--- src/rtl/pipe_adder.sv ---
// rtl/pipe_adder.sv - segmented pipelined adder/subtractor with valid/ready flow control
// Optional ovf/zero flag outputs are built when PIPE_ADDER_FLAGS_EN is defined.
module pipe_adder #(
    parameter int WIDTH = 64,
    parameter int SEG   = 16
) (
    input  logic             clk,
    input  logic             rst_n,
    input  logic             in_valid,
    output logic             in_ready,
    input  logic             op_sub,
    input  logic             cin,
    input  logic [WIDTH-1:0] in1,
    input  logic [WIDTH-1:0] in2,
    output logic             out_valid,
    input  logic             out_ready,
    output logic [WIDTH:0]   out
`ifdef PIPE_ADDER_FLAGS_EN
    ,
    output logic             ovf,
    output logic             zero
`endif
);
    localparam int STAGES = WIDTH / SEG;

    logic advance;

    for (genvar k = 0; k < STAGES; k++) begin : g_stage
        // Operands shrink by one segment per stage while the finished sum grows by one.
        localparam int RW = WIDTH - k * SEG;

        logic [RW-1:0]          a_src;
        logic [RW-1:0]          b_src;
        logic                   c_src;
        logic                   v_src;
        logic [SEG:0]           seg_sum;
        logic [(k+1)*SEG-1:0]   s_next;
        logic [(k+1)*SEG-1:0]   s_q;
        logic                   c_q;
        logic                   v_q;

        assign seg_sum = {1'b0, a_src[SEG-1:0]} + {1'b0, b_src[SEG-1:0]} + {{SEG{1'b0}}, c_src};

        if (k == 0) begin : g_head
            assign a_src  = in1;
            assign b_src  = op_sub ? ~in2 : in2;
            assign c_src  = op_sub | cin;
            assign v_src  = in_valid;
            assign s_next = seg_sum[SEG-1:0];
        end else begin : g_body
            assign a_src  = g_stage[k-1].g_fwd.a_q;
            assign b_src  = g_stage[k-1].g_fwd.b_q;
            assign c_src  = g_stage[k-1].c_q;
            assign v_src  = g_stage[k-1].v_q;
            assign s_next = {seg_sum[SEG-1:0], g_stage[k-1].s_q};
        end

        always_ff @(posedge clk or negedge rst_n) begin
            if (!rst_n) begin
                s_q <= '0;
                c_q <= 1'b0;
                v_q <= 1'b0;
            end else if (advance) begin
                s_q <= s_next;
                c_q <= seg_sum[SEG];
                v_q <= v_src;
            end
        end

        if (k < STAGES - 1) begin : g_fwd
            logic [RW-SEG-1:0] a_q;
            logic [RW-SEG-1:0] b_q;

            always_ff @(posedge clk or negedge rst_n) begin
                if (!rst_n) begin
                    a_q <= '0;
                    b_q <= '0;
                end else if (advance) begin
                    a_q <= a_src[RW-1:SEG];
                    b_q <= b_src[RW-1:SEG];
                end
            end
        end

`ifdef PIPE_ADDER_FLAGS_EN
        if (k == STAGES - 1) begin : g_flags
            logic ovf_q;
            logic zero_q;

            // Same-sign operands producing an opposite-sign sum is carry-in xor carry-out at the MSB.
            always_ff @(posedge clk or negedge rst_n) begin
                if (!rst_n) begin
                    ovf_q  <= 1'b0;
                    zero_q <= 1'b0;
                end else if (advance) begin
                    ovf_q  <= (a_src[RW-1] == b_src[RW-1]) && (s_next[WIDTH-1] != a_src[RW-1]);
                    zero_q <= ~|s_next;
                end
            end
        end
`endif
    end

    assign out_valid = g_stage[STAGES-1].v_q;
    assign out       = {g_stage[STAGES-1].c_q, g_stage[STAGES-1].s_q};
    assign advance   = out_ready || !out_valid;
    assign in_ready  = advance;

`ifdef PIPE_ADDER_FLAGS_EN
    assign ovf  = g_stage[STAGES-1].g_flags.ovf_q;
    assign zero = g_stage[STAGES-1].g_flags.zero_q;
`endif

endmodule

--- config.mk ---
export PLATFORM = sky130hd
export DESIGN_NAME = pipe_adder
export DESIGN_NICKNAME = d
export VERILOG_FILES = /design/src/rtl/pipe_adder.sv
export SDC_FILE = /design/constraint.sdc
export NUM_CORES = 1
export LEC_CHECK = 0
export ABC_CLOCK_PERIOD_IN_PS = 5850
export BUFFER_PORTS_ARGS = -buffer_cell sky130_fd_sc_hd__buf_2
export CAP_MARGIN = 10
export CORE_MARGIN = 2
export CORE_UTILIZATION = 50
export DETAILED_ROUTE_END_ITERATION = 10
export PLACE_DENSITY_LB_ADDON = 0.1
export RECOVER_POWER = 25
export SYNTH_ARGS = -nofsm -noshare
export SYNTH_HDL_FRONTEND = slang
export SYNTH_SLANG_ARGS = --single-unit
--- constraint.sdc ---
create_clock -name clk -period 5.85 [get_ports clk]
set_input_delay 1.17 -clock clk [delete_from_list [all_inputs] [get_ports clk]]
set_output_delay 1.17 -clock clk [all_outputs]
set_load 0.02 [all_outputs]
After elaboration in Yosys (flattened, before gate mapping)

Cells that the tools add are included.

Register bits: 360
Input port bits: 134
Output and inout bits: 67
Word-level logic and storage cells: 31

$add $sub $neg: 8
Muxes and demuxes: 1
Bitwise operators: 2
Reduce and logical (&&, ||, !) cells: 2

Operators by type and width:

| operator                | count |
|---|---|
| adder 16 x 16 -> 17 bit | 4 |
| adder 17 x 1 -> 17 bit  | 4 |
| two-way mux 64 bit      | 1 |
| inverter 64 bit         | 1 |
| zero test 1 bit         | 1 |
| logical OR 1 bit        | 1 |
| OR 1 bit                | 1 |

Logic depth before layout (Yosys ltp)

Word-level depth: 4
Gate-level depth with buffers: 12

Least setup slack after synthesis

Ideal clock, no wire load.

Path kind: input-to-reg
Start point: input port op_sub
End point: register g_stage[0].s_q[14]
Setup time: 77 ps
Data arrival time: 3771 ps
Required time: 5773 ps
Slack: 2001 ps
Cell stages on the path: 12
Path buffers: 2
Cell sequence: buf_2 > buf_1 > xor2_1 > fa_1 > inv_1 > fa_1 > nor2b_1 > o2111ai_1 > a211oi_1 > o31ai_1 > xor2_1 > a21oi_1

Longest elaborated chain between the ends: 3
Elaborated cells on any way between the ends: 4
Those cells by class: add/sub: 2; mux: 1; bitwise: 1

Ends and longest elaborated chain:

| item                     | line | RTL |
|---|---|---|
| from (decl)              | 11   | `input logic op_sub,` |
| two-way mux 64 bit       | 46   | `assign b_src = op_sub ? ~in2 : in2;` |
| adder 16 x 16 -> 17 bit  | 42   | `assign seg_sum = {1'b0, a_src[SEG-1:0]} + {1'b0, b_src[SEG-1:0]} + {{SEG{1'b0}}, c_src};` |
| adder 17 x 1 -> 17 bit * | 42   |  |
| to (signal assigned)     | 64   | `s_q <= s_next;` |
| to (decl)                | 38   | `logic [(k+1)*SEG-1:0] s_q;` |

Mark *: on every way between the ends. The rest lies on a longest branch, timed or not.
A chain may end at the register's enable or synchronous reset.

Final worst setup path

Same ends and word-level chain as after synthesis.

==> flow_summary.toml <==
[critical_path]
crit_start = "op_sub"
worstSetupStartpointType = "primary input"
path_cells = "buf_4, xor2_1, fa_1, inv_1, fa_1, nor2b_1, o2111ai_1, a211oi_1, o31ai_1, xor2_1, a21oi_1"
crit_required_ps = 6290
critical_path_class = "primary input to register"
cpPeakStageDelay_ps = 470
path_max_fanout = 28
arrival_ps = 3880
cpMaxStageDelayCell = "a211oi_1"
endpoint_kind = "register"
rr_startpoint = "g_stage[2].c_q$_DFFE_PN0P_"

[global_routing]
grt_overflow = 0
antenna_found_initial = 0
grt_pass1_wl_um = 60260
grt_pass1_vias = 12100
track_usage = 0.2058
grt_max_degree = 228

[synth]
synth_top_cell_area_share = 0.5382
async_flop_share = 1.000
avgSynthCellArea_um2 = 8.961
synth_ff_type = "dfrtp_1"
synth_top_area_cell = "dfrtp_1"
yosysSeqAreaShare = 0.5382
synth_xor_area_frac = 0.05337
synth_nets = 2070
synthAdderAreaFrac = 0.05441
netlist_instances = 1868
synthDistinctLibCells = 70
synth-simple-area-share = 0.2310
ys.warnings.count = 0
synth_compound_area_frac = 0.09694
synth_area_um2 = 16740
synth_seq_cells = 360
synth_top_family_by_area = "simple AND/OR/NAND/NOR gates"
synth_area_leaders = "dfrtp_1 (54%), nand2_1 (19%), ha_1 (4.5%), xnor2_1 (3.6%), o21ai_0 (2.6%)"
synth_edf_count = 0
synthMuxAreaShare = 0.002392

[route]
drc_errors = 0
maxUsedRoutingLayer = "met4"
postRouteAntennaNets = 0
wl_met3_um = 1373
viasPerCell = 4.986
via_count = 12460
wire_per_inst_um = 14.24
met2_length_um = 16210
drtPass1Iterations = 6
wl_met1_um = 17310
drtIter0Drc = 768
routed_wl_um = 35590

[placement]
post-place-ws_ps = 1912
place.gp.congestion = 0.8099
portBuffers = 200
placed_cells = 2430
dp.final_hpwl_um = 22920

[floorplanning]
rows = 67
pin_count = 201
initial_core_util = 0.5030
die_h_um = 187.0
die_w_um = 187.0
core_um2 = 33280
die-area_um2 = 34960

[final_layout]
drive_gt1_frac = 0.1394
syn_to_final_growth_pct = 15.72
fin_nets = 2226
fin_cells = 2500

[cts]
cts-htree-levels = 2
post_cts_buffers = 0
clock-sinks = 360
cts_hold_buf = 0
clockRootBuffer = "clkbuf_16"
max-clock-path-buffers = 3
cts_tree = "done"
cts.clk_slew.worst_paths_ps = 60
insertion_delay_ps = 520
cts_made_buffers = 40
cts_resized = 0

[outcome]
violations = "capacitance limit, slew limit"
status = "complete, but fails checks"

[timing]
tns_ps = 0
grt_setup_unrepaired = "false"
relSlewSlack = -0.6772
whs_ps = 455.3
final_hold_viol_count = 0
setup_viol = 0
max_freq_mhz = 290.6
worst_pin_slew_ps = 2516
period_minus_slack_ps = 3441
final.period_utilization = 0.5882
timing.final.ws_setup_ps = 2409
slew_violations = 99
fin_skew_ps = 11.30

[worst_hold_path]
min_from = "g_stage[3].s_q[12]$_DFFE_PN0P_"
hold_class = "register to register"

[run]
drv_cap = 1

[power_and_ir_drop]
power_w = 0.01106
p_leak_nw = 9.860
power.density_nw_per_um2 = 571.0
peakVddDrop_v = 0.0006014
==> report_power, final <==
part	switching, W	total [W]	leakage, nW	internal (W)
clock network	0.000977	0.00246	0.637	0.00148
logic	0.00265	0.00436	4.90	0.00171
registers	0.000630	0.00424	4.33	0.00361
total	0.00426	0.0111	9.86	0.00680
==> area by class of cell <==
type	instances	area, µm²
Clock buffer	62	1225
Clock inverter	7	70.07
Fill cell	3139	13910
Inverter	10	45.04
Antenna cell	1	2.502
Sequential cell	360	9009
Timing Repair Buffer	207	1119
Multi-Input combinational cell	1405	7341
Tap cell	448	560.5
==> worst paths after layout <==
check	end	slack, ps	depth (start not counted)
max reg2reg	g_stage[3].c_q$_DFFE_PN0P_	2980	8
min reg2reg	g_stage[3].s_q[12]$_DFFE_PN0P_	460	2
max	g_stage[0].s_q[14]$_DFFE_PN0P_	2410	11
min in group asynchronous	g_stage[3].s_q[14]$_DFFE_PN0P_	1380	1
min	g_stage[3].s_q[12]$_DFFE_PN0P_	460	2
max in group asynchronous	g_stage[1].g_fwd.a_q[11]$_DFFE_PN0P_	2670	2
==> metal layers <==
metal / vias up / track usage
met5: - / 0
met4: 0 / 0.05159
met3: 52 / 0.03002
met2: 208 / 0.3204
met1: 5836 / 0.3049
li1: 6368 / -
==> cell families (layout without fill, tap and decap cells) <==
kind of cell	Yosys count	after routing
simple gates	976	976
flops	360	360
compound gates	255	255
buf+inv	103	286
xor+xnor	102	102
fa+ha+maj	68	68
mux	4	4
other cells	0	1
==> Yosys cell counts (14+ instances only) <==
| cell | instances |
|---|---|
| nor3_1 | 14 |
| xnor2_1 | 68 |
| clkbuf_1 | 74 |
| nand3_1 | 14 |
| ha_1 | 60 |
| o21ai_0 | 88 |
| nor2_1 | 52 |
| xor2_1 | 34 |
| dfrtp_1 | 360 |
| a21o_1 | 23 |
| nand2_1 | 845 |
| a21oi_1 | 63 |
==> worst max-delay path: cells and delay by family <==
kind | cells | cell delay (ps)
simple gates | 1 | 160
fa+ha+maj | 2 | 640
buf+inv | 2 | 460
xor+xnor | 2 | 400
compound gates | 4 | 1000
==> through the flow <==
| stage | utilization | cell area, µm² |
|---|---|---|
| after floorplan | - | 16740 |
| after global placement | 0.5434 | 18080 |
| after detailed placement | 0.5434 | 18080 |
| after CTS | 0.5823 | 19380 |
| after global routing | 0.5820 | 19370 |
| final | 0.5821 | 19370 |
==> registers in the layout (all words and copies together) (netlist names) <==
register	count
g_stage.v_q	3
out_valid	1
g_stage.g_fwd.b_q	96
g_stage.s_q	160
g_stage.g_fwd.a_q	96
g_stage.c_q	4
==> cell usage in the layout (no fill, tap or decap), drive strengths merged, types with 34 or more instances in the layout <==
master,count
nand2,845
buf,206
o21ai,90
xor2,34
ha,60
a21oi,64
xnor2,68
clkbuf,63
dfrtp,360
nor2,52
No activity file was read; power rests on OpenSTA's default activity.
